[config.mk]
export PLATFORM = sky130hd
export DESIGN_NAME = hilo_div
export DESIGN_NICKNAME = d
export VERILOG_FILES = /design/src/rtl/hilo_div_pkg.sv /design/src/rtl/hilo_div.sv
export SDC_FILE = /design/constraint.sdc
export NUM_CORES = 1
export LEC_CHECK = 0
export BUFFER_PORTS_ARGS = -buffer_cell sky130_fd_sc_hd__buf_4
export CAP_MARGIN = 20
export CORE_ASPECT_RATIO = 0.5
export CORE_MARGIN = 5
export CORE_UTILIZATION = 60
export CTS_CLUSTER_SIZE = 30
export DETAILED_ROUTE_END_ITERATION = 7
export PLACE_DENSITY = 0.89
export SLEW_MARGIN = 20
export SYNTH_ARGS = -nofsm -noshare
export SYNTH_HDL_FRONTEND = slang
export SYNTH_SLANG_ARGS = --single-unit
[constraint.sdc]
create_clock -name clk -period 9.6 [get_ports clk]
set_clock_uncertainty 0.1 [all_clocks]
set_input_delay 1.44 -clock clk [delete_from_list [all_inputs] [get_ports clk]]
set_output_delay 1.44 -clock clk [all_outputs]
set_load 0.05 [all_outputs]
[src/rtl/hilo_div_pkg.sv]
// rtl/hilo_div_pkg.sv - shared types and constants for the HI/LO divider
//
// Purpose: FSM state encoding for hilo_div plus the handshake levels and
// ALU opcodes the EX stage uses when talking to the divider.
// Ports: none (package).

package hilo_div_pkg;

    typedef enum logic [1:0] {
        FREE    = 2'b00,
        BY_ZERO = 2'b01,
        ON      = 2'b10,
        END     = 2'b11
    } div_state_t;

    // Levels of start_i as driven by EX.
    localparam logic DIV_START = 1'b1;
    localparam logic DIV_STOP  = 1'b0;

    // Levels of ready_o.
    localparam logic DIV_RESULT_READY     = 1'b1;
    localparam logic DIV_RESULT_NOT_READY = 1'b0;

    // ALU opcodes that route an instruction to this block.
    localparam logic [7:0] EXE_DIV_OP  = 8'b0001_1010;
    localparam logic [7:0] EXE_DIVU_OP = 8'b0001_1011;

endpackage

[src/rtl/hilo_div.sv]
// rtl/hilo_div.sv - multi-cycle radix-2 restoring divider for DIV/DIVU
//
// Purpose: EX raises start_i with operands and holds it until ready_o; the
// divider returns {remainder, quotient} on result_o, one divide in flight.
// Ports:
//   clk           clock, rising edge
//   rst_n         asynchronous active-low reset
//   signed_div_i  1 = signed DIV, 0 = DIVU (sampled on accept)
//   opdata1_i     dividend (sampled on accept)
//   opdata2_i     divisor (sampled on accept)
//   start_i       request, held by EX until it consumes the result
//   annul_i       cancels a divide in progress
//   result_o      {remainder, quotient}
//   ready_o       result_o valid

module hilo_div
    import hilo_div_pkg::*;
#(
    parameter int DATA_W = 32
) (
    input  logic                  clk,
    input  logic                  rst_n,
    input  logic                  signed_div_i,
    input  logic [DATA_W-1:0]     opdata1_i,
    input  logic [DATA_W-1:0]     opdata2_i,
    input  logic                  start_i,
    input  logic                  annul_i,
    output logic [2*DATA_W-1:0]   result_o,
    output logic                  ready_o
);

    localparam int CNT_W = $clog2(DATA_W + 1);
    localparam logic [CNT_W-1:0] CNT_LAST = CNT_W'(DATA_W);

    div_state_t state, state_next;

    logic [CNT_W-1:0]    cnt;
    // {remainder (DATA_W+1 bits), dividend/quotient (DATA_W bits)}.
    // The quotient fills in from the bottom as the dividend shifts out the top.
    logic [2*DATA_W:0]   shreg;
    logic [DATA_W-1:0]   divisor;
    logic                sign1;
    logic                sign2;

    // Operand magnitudes, taken only for signed divides.
    logic                op1_neg;
    logic                op2_neg;
    logic [DATA_W-1:0]   op1_abs;
    logic [DATA_W-1:0]   op2_abs;
    logic                accept;

    assign op1_neg = signed_div_i & opdata1_i[DATA_W-1];
    assign op2_neg = signed_div_i & opdata2_i[DATA_W-1];
    assign op1_abs = op1_neg ? (DATA_W'(0) - opdata1_i) : opdata1_i;
    assign op2_abs = op2_neg ? (DATA_W'(0) - opdata2_i) : opdata2_i;
    assign accept  = start_i & ~annul_i;

    // One restoring step: trial-subtract the divisor from {rem, next dividend bit}.
    // The remainder is always below the divisor, so the partial fits DATA_W+1
    // bits and the extra top bit of diff is a pure borrow flag.
    logic [DATA_W+1:0]   partial;
    logic [DATA_W+1:0]   diff;
    logic [2*DATA_W:0]   shreg_step;

    assign partial = shreg[2*DATA_W:DATA_W-1];
    assign diff    = partial - {2'b00, divisor};

    always_comb begin
        shreg_step = {shreg[2*DATA_W-1:0], 1'b0};
        if (!diff[DATA_W+1]) begin
            shreg_step = {diff[DATA_W:0], shreg[DATA_W-2:0], 1'b1};
        end
    end

    // Sign correction: quotient negative iff signs differ, remainder follows
    // the dividend. 0x80..0 / -1 wraps naturally to 0x80..0.
    logic [DATA_W-1:0]   q_raw;
    logic [DATA_W-1:0]   r_raw;
    logic [DATA_W-1:0]   q_fix;
    logic [DATA_W-1:0]   r_fix;

    assign q_raw = shreg[DATA_W-1:0];
    assign r_raw = shreg[2*DATA_W-1:DATA_W];
    assign q_fix = (sign1 ^ sign2) ? (DATA_W'(0) - q_raw) : q_raw;
    assign r_fix = sign1 ? (DATA_W'(0) - r_raw) : r_raw;

    always_ff @(posedge clk or negedge rst_n) begin
        if (!rst_n) begin
            state <= FREE;
        end else begin
            state <= state_next;
        end
    end

    always_comb begin
        state_next = state;
        case (state)
            FREE: begin
                if (accept) begin
                    state_next = (opdata2_i == '0) ? BY_ZERO : ON;
                end
            end
            BY_ZERO: begin
                state_next = END;
            end
            ON: begin
                if (annul_i) begin
                    state_next = FREE;
                end else if (cnt == CNT_LAST) begin
                    state_next = END;
                end
            end
            END: begin
                if (!start_i) begin
                    state_next = FREE;
                end
            end
            default: begin
                state_next = FREE;
            end
        endcase
    end

    always_ff @(posedge clk or negedge rst_n) begin
        if (!rst_n) begin
            cnt      <= '0;
            shreg    <= '0;
            divisor  <= '0;
            sign1    <= 1'b0;
            sign2    <= 1'b0;
            result_o <= '0;
            ready_o  <= DIV_RESULT_NOT_READY;
        end else begin
            case (state)
                FREE: begin
                    result_o <= '0;
                    ready_o  <= DIV_RESULT_NOT_READY;
                    if (accept && (opdata2_i != '0)) begin
                        cnt     <= '0;
                        shreg   <= {{(DATA_W+1){1'b0}}, op1_abs};
                        divisor <= op2_abs;
                        sign1   <= op1_neg;
                        sign2   <= op2_neg;
                    end
                end
                BY_ZERO: begin
                    // Zero divisor: no trap, result fixed at zero. ready_o rises
                    // from END on the following edge.
                    result_o <= '0;
                    ready_o  <= DIV_RESULT_NOT_READY;
                end
                ON: begin
                    if (!annul_i) begin
                        if (cnt == CNT_LAST) begin
                            result_o <= {r_fix, q_fix};
                            ready_o  <= DIV_RESULT_READY;
                        end else begin
                            shreg <= shreg_step;
                            cnt   <= cnt + 1'b1;
                        end
                    end
                end
                END: begin
                    if (start_i) begin
                        ready_o <= DIV_RESULT_READY;
                    end else begin
                        ready_o  <= DIV_RESULT_NOT_READY;
                        result_o <= '0;
                    end
                end
                default: begin
                    result_o <= '0;
                    ready_o  <= DIV_RESULT_NOT_READY;
                end
            endcase
        end
    end

endmodule

==> summary.txt <==
Outcome
  – Status: finished, final reports clean

Synthesis
  – Ys async rst share: 100%
  – Main combinational cell family by area after synthesis: compound AO/OA/AOI/OAI gates
  – Post-synth EDFFs: 0
  – Area leader, netlist: dfrtp_1
  – Area contributors post-synth: dfrtp_1 (38%), o21ai_0 (7.2%), xor2_1 (6.8%), nand2_1 (5.9%), xnor2_1 (4.8%)
  – Post-Syn Area per Cell: 8.44 um^2
  – Simple-gate share of the synthesized area: 17.5%
  – Yosys warning count: 0
  – Synth Area in Compound Gates: 22.7%
  – Post-Synth Adder-Cell Area: under 10%
  – Syn nets: around 1,400
  – Cell Area, Synth: 11,200 um^2
  – Synth Register Bits: 172
  – Top_reg_cell synth: dfrtp_1
  – Post-synth top area share: 38.4%
  – Register area share after synthesis: 38.4%
  – Mapped Cells: 1,327
  – Mux contribution to synthesized area: 0.715%
  – XOR/XNOR Fraction of Synth Area: 11.6%
  – Library cells used by synthesis: 67

CTS
  – Num CTS Buffers: 17
  – CTS tree: done
  – Gates resized, CTS repair: 0
  – Root Buffer Master: clkbuf_16
  – Number of clock sinks: 172
  – Post-CTS setup buffer count: 0
  – Clock-pin slew of the registers on the worst-case setup and hold paths: 0.07 ns
  – Clock H-tree levels: 4
  – Worst-Skew Late Latency: approximately 0.43 ns
  – Deepest clock path buffer count: 2
  – Hold buffer count at CTS: 0

Die
  – Rows: 35
  – Core area: 18,300 um^2
  – Initial Util: about three fifths
  – Die Ht: 107 um
  – Die Width: 203 um
  – Die ar.: between 20,000 and 25,000 um^2
  – Boundary pin count: 134

Routing
  – Pre-antenna DRT Iters: 6
  – DRC violations left: 0
  – Vias: around 10,000
  – Antenna viol nets, final: 0
  – WL per Instance: 18.3 um
  – Initial DRC count: around 1,100
  – WL final: 30,600 um
  – Vias/cell: 6.22

Global route
  – Vias in the first global route: 10,000
  – GR Layer Usage met2: 45.5%
  – Initial antenna violation count: 0
  – Met1 usage in global routing: 39.9%
  – Peak-usage layer in the global routing report: met2
  – GRT Total Usage: 28.3%
  – Grt total ovfl: 0
  – GRT met3 Usage: about 5.3%
  – Largest net degree at the start of global routing: a little over 90
  – First-pass GRT wire length: 50,400 um

STA
  – Least-Margin Pin Slew: 1.06 ns
  – FMAX: roughly 0.22 GHz
  – Final setup fails: 0
  – Tmin final: 4.62 ns
  – Final period util: 48.1%
  – Max Transition Viols Final: 0
  – Hold Violations, Final: 0
  – Final TNS setup: 0 ns
  – Slew Limit Headroom: 29.1%
  – RSZ-0062 raised after global routing: false

Worst setup path
  – Crit-path cells: buf_4 > or3_1 > nor3b_1 > nand2_1 > nor3_1 > nand4b_1 > a31oi_4 > buf_4 > nand2_1 > o221ai_1
  – Crit path max fanout: 41
  – WP data required: 9.84 ns
  – CP Launch Type: input pin
  – CP peak stage delay: 0.69 ns
  – CP max stage cell: a31oi_4
  – Crit path buf inv count: 2
  – Crit path DAT: between 4 and 5 ns
  – Register-to-Register Path Depth: 10
  – Crit end category: flop
  – WS Path Type: input pin to flop
  – CP delay by family, top: simple AND/OR/NAND/NOR gates
  – WP depth: 10

Place
  – Final GP Congestion: 0.927
  – Inst Count DP: between 1,500 and 2,000
  – Post-DP HPWL: roughly 22,000 um
  – PortBufs: 133

Hold path
  – Worst min path class: flop to flop
  – Hold Path Depth: 2

Layout
  – N_diodes: 0
  – Fraction of layout instances using a drive strength above 1: 13.6%
  – P&R area growth vs syn: 15.7%
  – Cell Count, Final, Fillers Out: 1,673
  – Nets: 1,528

Power and ir drop
  – PwrDens: 337 nW/um^2
  – VDD IR-drop max: 0.159 mV
  – P_leak: ~5.9 nW

Run
  – Max Cap Viol: 0
## per-layer routing
layer	vias to the layer above	routed length, um
li1	4883	-
met1	5017	13300
met2	465	14200
met3	47	2740
met4	0	421
met5	-	0
## cells in the mapped netlist (3+ instances only)
master and instances:
nand2_1 175, dfrtp_1 172, o21ai_0 162, nor2_1 101, xor2_1 87, a21oi_1 86
inv_1 61, xnor2_1 61, clkbuf_1 56, ha_1 38, o31ai_1 34, a221o_1 29
nor3_1 27, or3_1 18, nand3_1 17, a31oi_1 15, a21o_1 14, nor4_1 12
and2_1 11, nor2b_1 11, or4_1 9, a22oi_1 8, buf_2 8, mux2i_1 8
nand4_1 8, o211ai_1 8, o41ai_1 8, and3_1 7, o21bai_1 6, nand2b_1 5
o22ai_1 5, o21a_1 4, o221ai_1 4, a211oi_1 3, o21ai_1 3, or2_2 3
or3_4 3
## path summary, 6_finish.rpt
path                       slack (ns)                      from                       end
max reg2reg                      5.78     shreg[35]$_DFFE_PN0P_     shreg[59]$_DFFE_PN0P_
min in group asynchronous        0.97                     rst_n   divisor[10]$_DFFE_PN0P_
max in group asynchronous        7.14                     rst_n  result_o[20]$_DFFE_PN0P_
max                              4.98              opdata2_i[2]     shreg[25]$_DFFE_PN0P_
min                              0.38  result_o[15]$_DFFE_PN0P_  result_o[15]$_DFFE_PN0P_
min reg2reg                      0.38  result_o[15]$_DFFE_PN0P_  result_o[15]$_DFFE_PN0P_
## state kept, by name (all words and copies together), names as in the netlist
name / flops
sign1: 1
divisor: 32
cnt: 6
shreg: 65
ready_o: 1
state: 2
result_o: 64
sign2: 1
## stage by stage
stage	utilization (%)	cell area, um^2	total power [W]	setup slack (ns)	hold slack (ns)
after floorplan	-	11200	0.00298	5.84	0.350
after global placement	67.1	12300	0.00347	4.90	0.362
after detailed placement	67.1	12300	0.00357	4.66	0.372
after CTS	70.5	12900	0.00432	5.10	0.386
after global routing	70.6	13000	0.00468	4.87	0.401
final	70.6	13000	0.00437	4.98	0.382
## worst min-delay path, stage by stage, from the launching register on
cell	delay [ns]
dfrtp_1	0.34
nand2_1	0.05
o21ai_0	0.06
## area by class of cell
| cell class | count | area, um^2 |
|---|---|---|
| inverters | 61 | 229 |
| clock inverters | 13 | 176 |
| flip-flops and latches | 172 | 4300 |
| multi-input cells | 1025 | 6410 |
| fillers | 1401 | 5390 |
| well taps | 240 | 300 |
| clock buffers | 19 | 453 |
| repair buffers | 143 | 1080 |
## where the power goes
part / leakage (nW) / switching [W] / internal (W)
combinational: 3.30 / 0.00148 / 0.000949
clock: 0.311 / 0.000306 / 0.000430
sequential: 2.27 / 0.000268 / 0.000933
total: 5.87 / 0.00205 / 0.00231
## placed cells by master, fill, tap and decap left out, types with 4 or more instances in the layout
master and n:
o21a_1 4, o221ai_1 4, a221o_1 29, nor4_1 12
buf_4 141, a21o_1 14, ha_1 38, dfrtp_1 172
nor3_1 26, inv_6 5, nand2_1 175, o22ai_1 5
clkbuf_16 17, o211ai_1 8, a31oi_1 15, a21oi_1 85
xor2_1 87, o21ai_0 162, or4_1 9, nor2b_1 11
xnor2_1 61, nand2b_1 5, nand4_1 8, and3_1 7
nand3_1 16, inv_1 61, and2_1 11, o41ai_1 8
nor2_1 101, mux2i_1 8, o31ai_1 34, a22oi_1 8
or3_1 18, o21bai_1 6
## logic make-up after synthesis
group                      Yosys count
xor gates and xnor gates           148
adders and majority gates           39
AOI/OAI and AO/OA                  409
muxes                                8
DFF                                172
buffers and inverters              130
and+or+nand+nor                    421
Power figures use the tool's default switching activity.
